--- src/rtl/fifo_ms_pkg.sv ---
// Shared types, constants and helpers for the multi-stream FIFO.
package fifo_ms_pkg;

   typedef enum logic {
      ARB_EXT = 1'b0,
      ARB_RR  = 1'b1
   } arb_mode_t;

   localparam int DROP_CNT_W = 16;

   // $clog2 that never returns 0, so a 1-entry range still gets a 1-bit field.
   function automatic int clog2_min1(input int n);
      return (n <= 1) ? 1 : $clog2(n);
   endfunction

endpackage

--- src/rtl/fifo_ms_flow.sv ---
// One flow: circular buffer with explicit pointer wrap (any DEPTH >= 2),
// occupancy count and full / almost-full / empty status.
module fifo_ms_flow
   import fifo_ms_pkg::*;
#(
   parameter int W        = 10,
   parameter int DEPTH    = 4,
   parameter int AF_LEVEL = 3,
   parameter int CW       = 3
) (
   input  logic          clk_i,
   input  logic          rst_ni,
   input  logic          push_i,
   input  logic          pop_i,
   input  logic [W-1:0]  din_i,
   output logic [W-1:0]  head_o,
   output logic [CW-1:0] count_o,
   output logic          full_o,
   output logic          almost_full_o,
   output logic          empty_o
);

   localparam int PW = clog2_min1(DEPTH);

   logic [W-1:0]  mem_q [DEPTH];
   logic [PW-1:0] wr_ptr_q, wr_ptr_d;
   logic [PW-1:0] rd_ptr_q, rd_ptr_d;
   logic [CW-1:0] count_q, count_d;
   logic          do_push, do_pop;

   // A pop needs data; a push needs room, which a same-cycle pop provides.
   always_comb begin
      full_o        = (count_q == CW'(DEPTH));
      empty_o       = (count_q == '0);
      almost_full_o = (count_q >= CW'(AF_LEVEL));
      do_pop        = pop_i && !empty_o;
      do_push       = push_i && (!full_o || do_pop);
      wr_ptr_d      = wr_ptr_q;
      rd_ptr_d      = rd_ptr_q;
      count_d       = count_q;
      if (do_push) wr_ptr_d = (wr_ptr_q == PW'(DEPTH - 1)) ? '0 : wr_ptr_q + 1'b1;
      if (do_pop)  rd_ptr_d = (rd_ptr_q == PW'(DEPTH - 1)) ? '0 : rd_ptr_q + 1'b1;
      if (do_push && !do_pop) count_d = count_q + 1'b1;
      if (do_pop && !do_push) count_d = count_q - 1'b1;
   end

   // Pointer and count state; reset discards contents by zeroing both.
   always_ff @(posedge clk_i or negedge rst_ni) begin
      if (!rst_ni) begin
         wr_ptr_q <= '0;
         rd_ptr_q <= '0;
         count_q  <= '0;
      end else begin
         wr_ptr_q <= wr_ptr_d;
         rd_ptr_q <= rd_ptr_d;
         count_q  <= count_d;
      end
   end

   // Storage array; no reset needed since the pointers gate every read.
   always_ff @(posedge clk_i) begin
      if (do_push) mem_q[wr_ptr_q] <= din_i;
   end

   assign head_o  = mem_q[rd_ptr_q];
   assign count_o = count_q;

endmodule

--- src/rtl/fifo_ms_rr.sv ---
// Multi-stream FIFO top: tag demux on the write side, one-hot or
// round-robin pop selection on the read side, registered dout and
// drop / underflow accounting.
//
// Strobe semantics: write and read/read_any are single-cycle requests with
// no back-pressure. A write is accepted iff its tag names a flow that is not
// full (or is popped the same cycle); otherwise it is counted in drop_cnt.
// A pop is performed iff the selected flow is non-empty; otherwise it only
// sets underflow. dout_valid pulses the cycle after an accepted pop.
module fifo_ms_rr
   import fifo_ms_pkg::*;
#(
   parameter int DATA_WIDTH = 8,
   parameter int DEPTH      = 4,
   parameter int FLUX       = 2,
   parameter int TAG_WIDTH  = clog2_min1(FLUX),
   parameter int AF_LEVEL   = DEPTH - 1,
   parameter int ARB_MODE   = 0,
   localparam int W         = TAG_WIDTH + DATA_WIDTH,
   localparam int CW        = $clog2(DEPTH + 1)
) (
   input  logic                  clk,
   input  logic                  rst,
   input  logic                  write,
   input  logic [W-1:0]          din,
   output logic [FLUX-1:0]       full,
   output logic [FLUX-1:0]       almost_full,
   input  logic [FLUX-1:0]       read,
   input  logic                  read_any,
   output logic [W-1:0]          dout,
   output logic                  dout_valid,
   output logic [FLUX-1:0]       empty,
   output logic [FLUX*CW-1:0]    count,
   output logic [DROP_CNT_W-1:0] drop_cnt,
   output logic                  underflow
);

   localparam int  SW     = clog2_min1(FLUX);
   localparam bit  USE_RR = (ARB_MODE == int'(ARB_RR));

   logic [TAG_WIDTH-1:0]  tag;
   logic                  tag_ok;
   logic [FLUX-1:0]       push, pop;
   logic [W-1:0]          head [FLUX];
   logic [SW-1:0]         sel;
   logic                  pop_req, found, multi, pop_hit, bad_pop, drop;
   logic [SW-1:0]         rr_q;
   logic [W-1:0]          dout_q;
   logic                  dout_valid_q, underflow_q;
   logic [DROP_CNT_W-1:0] drop_q;

   // Pop selection: lowest set read bit, or first non-empty flow after rr_q.
   always_comb begin
      pop_req = 1'b0;
      found   = 1'b0;
      multi   = 1'b0;
      sel     = '0;
      if (USE_RR) begin
         pop_req = read_any;
         for (int k = 1; k <= FLUX; k++) begin
            if (!found && !empty[SW'((int'(rr_q) + k) % FLUX)]) begin
               found = 1'b1;
               sel   = SW'((int'(rr_q) + k) % FLUX);
            end
         end
      end else begin
         pop_req = |read;
         multi   = (read & (read - FLUX'(1))) != '0;
         for (int i = FLUX - 1; i >= 0; i--) begin
            if (read[i]) sel = SW'(i);
         end
         found = !empty[sel];
      end
      pop_hit = pop_req && found;
      bad_pop = pop_req && (!found || multi);
      pop     = '0;
      if (pop_hit) pop[sel] = 1'b1;
   end

   // Tag demux; anything not pushed somewhere is a dropped write.
   always_comb begin
      tag    = din[W-1:DATA_WIDTH];
      tag_ok = (int'(tag) < FLUX);
      push   = '0;
      for (int i = 0; i < FLUX; i++) begin
         push[i] = write && tag_ok && (tag == TAG_WIDTH'(i)) && (!full[i] || pop[i]);
      end
      drop = write && (push == '0);
   end

   genvar g;
   generate
      for (g = 0; g < FLUX; g++) begin : g_flow
         fifo_ms_flow #(
            .W        (W),
            .DEPTH    (DEPTH),
            .AF_LEVEL (AF_LEVEL),
            .CW       (CW)
         ) u_flow (
            .clk_i         (clk),
            .rst_ni        (rst),
            .push_i        (push[g]),
            .pop_i         (pop[g]),
            .din_i         (din),
            .head_o        (head[g]),
            .count_o       (count[g*CW +: CW]),
            .full_o        (full[g]),
            .almost_full_o (almost_full[g]),
            .empty_o       (empty[g])
         );
      end
   endgenerate

   // Read-side registers, arbiter pointer and error accounting.
   always_ff @(posedge clk or negedge rst) begin
      if (!rst) begin
         dout_q       <= '0;
         dout_valid_q <= 1'b0;
         drop_q       <= '0;
         underflow_q  <= 1'b0;
         rr_q         <= SW'(FLUX - 1);
      end else begin
         dout_valid_q <= pop_hit;
         if (pop_hit) dout_q <= head[sel];
         if (pop_hit && USE_RR) rr_q <= sel;
         if (bad_pop) underflow_q <= 1'b1;
         if (drop && (drop_q != '1)) drop_q <= drop_q + 1'b1;
      end
   end

   assign dout       = dout_q;
   assign dout_valid = dout_valid_q;
   assign drop_cnt   = drop_q;
   assign underflow  = underflow_q;

endmodule

--- config.mk ---
export PLATFORM = sky130hd
export DESIGN_NAME = fifo_ms_rr
export DESIGN_NICKNAME = d
export VERILOG_FILES = /design/src/rtl/fifo_ms_pkg.sv /design/src/rtl/fifo_ms_flow.sv /design/src/rtl/fifo_ms_rr.sv
export SDC_FILE = /design/constraint.sdc
export NUM_CORES = 1
export LEC_CHECK = 0
export ABC_AREA = 1
export CELL_PAD_IN_SITES_DETAIL_PLACEMENT = 0
export CELL_PAD_IN_SITES_GLOBAL_PLACEMENT = 1
export CORE_UTILIZATION = 45
export CTS_CLUSTER_SIZE = 12
export DETAILED_ROUTE_END_ITERATION = 16
export GPL_TIMING_DRIVEN = 0
export PLACE_DENSITY_LB_ADDON = 0.1
export SYNTH_ARGS = -nofsm -noshare
export SYNTH_HDL_FRONTEND = slang
export SYNTH_HIERARCHICAL = 1
export SYNTH_SLANG_ARGS = --single-unit
--- constraint.sdc ---
create_clock -name clk -period 2.8 [get_ports clk]
set_input_delay 0.28 -clock clk [delete_from_list [all_inputs] [get_ports clk]]
set_output_delay 0.28 -clock clk [all_outputs]
set_load 0.1 [all_outputs]
==> results.py, run 1 <==
metrics = {
    "timing": {
        "worst_pin_slew_ns": 0.977,
        "finalClockSkew_ns": 0.00851,
        "fin_hold_ws_ns": 0.333,
        "fin_ws_ns": 0.111,
        "setup_violations": 0,
        "rsz0062_at_grt": "no",
        "timing.fmax_ghz": 0.372,
        "period_share": 0.960,
        "fin_crit_ns": 2.69,
        "finalHoldViolations": 0,
        "slew-limit-headroom": 0.346,
        "finalMaxSlewViolations": 0,
    },
    "layout": {
        "diodes": 0,
        "fillers": 1025,
        "drive_above_1_share": 0.152,
        "syn2layout_area_growth_pct": 25.6,
        "nets": 613,
    },
    "synth": {
        "synth_top_area_frac": 0.412,
        "synthCells": 512,
        "ys_warn_count": 6,
        "yosys.area.top_type": "edfxtp_1",
        "synth-seq-cells": 113,
        "synth_area_sq_mm": 0.00524,
        "ys_seq_area_frac": 0.608,
        "ys_types": 33,
        "yosys-top-cells-area": "edfxtp_1 (41%), dfrtp_1 (20%), nand2_1 (7.3%)",
        "syn_nets": 540,
        "syn_area_per_cell_sq_um": 10.2,
    },
    "worst_setup_path": {
        "critPathRequiredTime_ns": 2.52,
        "worstPathCellList": "nor2_2 > nand2_2 > clkinvlp_4 > clkdlybuf4s50_1",
        "setup.worst_path.class": "reg -> out",
        "ff2ff_setup_slack_ns": 0.37,
        "crit_path_max_incr_delay_ns": 1.12,
        "worstPathMaxFanout": 4,
        "reg2reg_depth": 9,
        "r2r_start": "g_flow[1].u_flow/count_o[2]",
        "crit_arrival_ns": 2.41,
        "cp-end-kind": "output port",
        "start_kind": "flop",
        "critPathSlowestCell": "clkdlybuf4s50_1",
        "r2r_end": "g_flow[1].u_flow/mem_q[3][8]",
    },
    "clocking": {
        "htree_levels": 4,
        "clk_pin_slew_ns": 0.05,
        "worstSkewPairLatency_ns": 0.40,
        "root_buffer": "clkbuf_16",
        "cts.path.max_buffers": 2,
        "cts_made_buffers": 17,
        "cts.sinks": 113,
        "tritoncts": "yes",
        "post_cts_buffers": 0,
    },
    "power": {
        "ir_drop_v": 0.000786,
        "leakagePower_nw": 2.67,
        "p_per_area_mw_per_mm2": 1190,
    },
    "global_route": {
        "grt_pass1_wl_mm": 18.7,
        "first_global_vias": 3692,
        "grt_max_degree": 29,
        "grt_usage": 0.212,
        "antenna_found_initial": 0,
        "overflow": 0,
    },
    "routing": {
        "vias_per_cell": 5.16,
        "drc": 0,
        "post_drt_wl_per_cell_um": 15.5,
        "drtIter0Drc": 207,
        "route.vias.total": 3825,
        "wl_mm": 11.4,
        "antenna_left": 0,
        "firstDrtPassIters": 4,
    },
    "die": {
        "die_h_um": 110,
        "chipWidth_um": 110,
        "core_region_area_sq_mm": 0.0114,
        "num_io_pins": 54,
        "die_area_sq_mm": 0.0121,
        "start_util": 0.461,
        "num_rows": 39,
    },
    "place": {
        "port_buffers": 52,
        "post-place-ws_ns": 0.117,
        "dp_hpwl_mm": 7.94,
        "gp_congestion": 0.790,
    },
    "outcome": {
        "status": "completed",
    },
    "hold_path": {
        "hold_class": "in -> async",
    },
    "run": {
        "maxCapViolCount": 0,
    },
}
[how the worst max path moves through the flow]
stage / slack (ns) / startpoint / end
after floorplan: 0.01 / g_flow[1].u_flow/count_o[1] / g_flow[0].u_flow/count_o[2]
after global placement: -0.17 / rst / g_flow[0].u_flow/count_o[2]
after detailed placement: 0.12 / din[8] / g_flow[1].u_flow/mem_q[3][2]
after CTS: 0.07 / g_flow[0].u_flow/count_o[1] / full[0]
after global routing: 0.03 / g_flow[1].u_flow/count_o[1] / full[1]
final: 0.11 / g_flow[1].u_flow/count_o[1] / full[1]
[where the power goes]
part | internal [W] | switching, W | total, W
clock | 0.00126 | 0.000716 | 0.00198
sequential | 0.00214 | 0.000259 | 0.00240
combinational | 0.000858 | 0.00258 | 0.00343
total | 0.00426 | 0.00355 | 0.00781
[synth_stat cells]
cell type	count
nand2_1	102
a21oi_4	1
and2_1	1
o21bai_1	1
buf_2	7
o21ai_0	43
inv_1	47
o21ai_1	4
nor3_4	1
a22oi_1	9
o22ai_1	18
inv_2	7
clkinv_1	1
o21ai_4	2
dfrtp_1	41
nand3_4	1
clkbuf_1	1
nor2_2	5
nand3b_1	2
fa_1	2
xor2_1	5
nand4_1	10
nand4_4	1
nand3_1	29
nor2_1	62
a21oi_1	7
nor2_4	1
edfxtp_1	72
buf_6	2
nand3_2	3
ha_1	11
nand2_2	11
xnor2_1	2
[through the flow]
stage | setup TNS, ns | cells | area [sq um] | utilization | total power (W)
after CTS | 0 | 741 | 6580 | 0.579 | 0.00788
after global routing | 0 | 741 | 6580 | 0.579 | 0.00827
after global placement | -0.978 | 707 | 6000 | 0.528 | 0.00584
after detailed placement | 0 | 708 | 6020 | 0.529 | 0.00588
final | 0 | 741 | 6580 | 0.579 | 0.00781
after floorplan | 0 | 512 | 5300 | - | 0.00500
[cells in the final DEF, fill, tap and decap left out, types with 6 or more instances in the layout]
cell type / synthesis / routed
a21oi_1: 7 / 7
a22oi_1: 9 / 9
buf_2: 7 / 8
clkbuf_16: 0 / 17
clkdlybuf4s50_1: 0 / 50
clkinvlp_4: 0 / 6
dfrtp_1: 41 / 35
dfrtp_4: 0 / 6
edfxtp_1: 72 / 72
ha_1: 11 / 11
inv_1: 47 / 41
inv_2: 7 / 9
nand2_1: 102 / 101
nand2_2: 11 / 12
nand3_1: 29 / 28
nand4_1: 10 / 10
nor2_1: 62 / 58
nor2_2: 5 / 9
o21ai_0: 43 / 41
o21ai_1: 4 / 6
o22ai_1: 18 / 18
[layer usage]
layer	track usage	part of all wire	vias to the layer above
li1	-	-	1897
met1	0.301	0.47	1828
met2	0.327	0.47	89
met3	0.0391	0.049	11
met4	0.0743	0.012	0
met5	0	0	-
[cells by family after synthesis]
kind of cell             share of synthesized area
AND/OR/NAND/NOR                              0.199
flip-flops                                   0.608
AO/OA/AOI/OAI                               0.0967
buffers and inverters                       0.0511
adder cells (fa/ha/maj)                     0.0339
XOR/XNOR                                    0.0117
[critical path: cells and delay by family, from the launching register on]
kind                   cells  cell delay, ns
buffers and inverters      2            1.22
AND/OR/NAND/NOR            2            0.30
flip-flops                 1            0.48
[sequential cells by signal (all words and copies together) (netlist names)]
name and count:
g_flow.u_flow/mem_q 72, drop_cnt 16, dout_valid 1, g_flow.u_flow/rd_ptr_q 4, underflow 1, dout 9, g_flow.u_flow/wr_ptr_q 4, g_flow.u_flow/count_o 6
[cell type report]
cell class | instances | area [sq um] | area share
repair buffers | 54 | 548 | 0.0833
plain buffers | 10 | 65.1 | 0.00988
multi-input cells | 334 | 1800 | 0.274
clock inverters | 9 | 86.3 | 0.0131
flip-flops and latches | 113 | 3210 | 0.488
clock buffers | 23 | 468 | 0.0711
inverters | 55 | 221 | 0.0336
well taps | 143 | 179 | 0.0272
[timing repair]
item	4_1_cts	5_1_grt
endpoints found under the hold margin	13	0
hold buffers	1	0
resized for setup	0	1
endpoints found under the setup margin	0	1
Note: power is estimated with default switching activity, not from simulation.
==> run 2, diff against run 1 <==
--- a/config.mk
+++ b/config.mk
@@ -6,6 +6,8 @@
 export NUM_CORES = 1
 export LEC_CHECK = 0
 export ABC_AREA = 1
+export ABC_CLOCK_PERIOD_IN_PS = 2800
+export CAP_MARGIN = 0
 export CELL_PAD_IN_SITES_DETAIL_PLACEMENT = 0
 export CELL_PAD_IN_SITES_GLOBAL_PLACEMENT = 1
 export CORE_UTILIZATION = 45
==> results of run 2 <==
Final layout, timing and power as in run 1 (identical DEF).
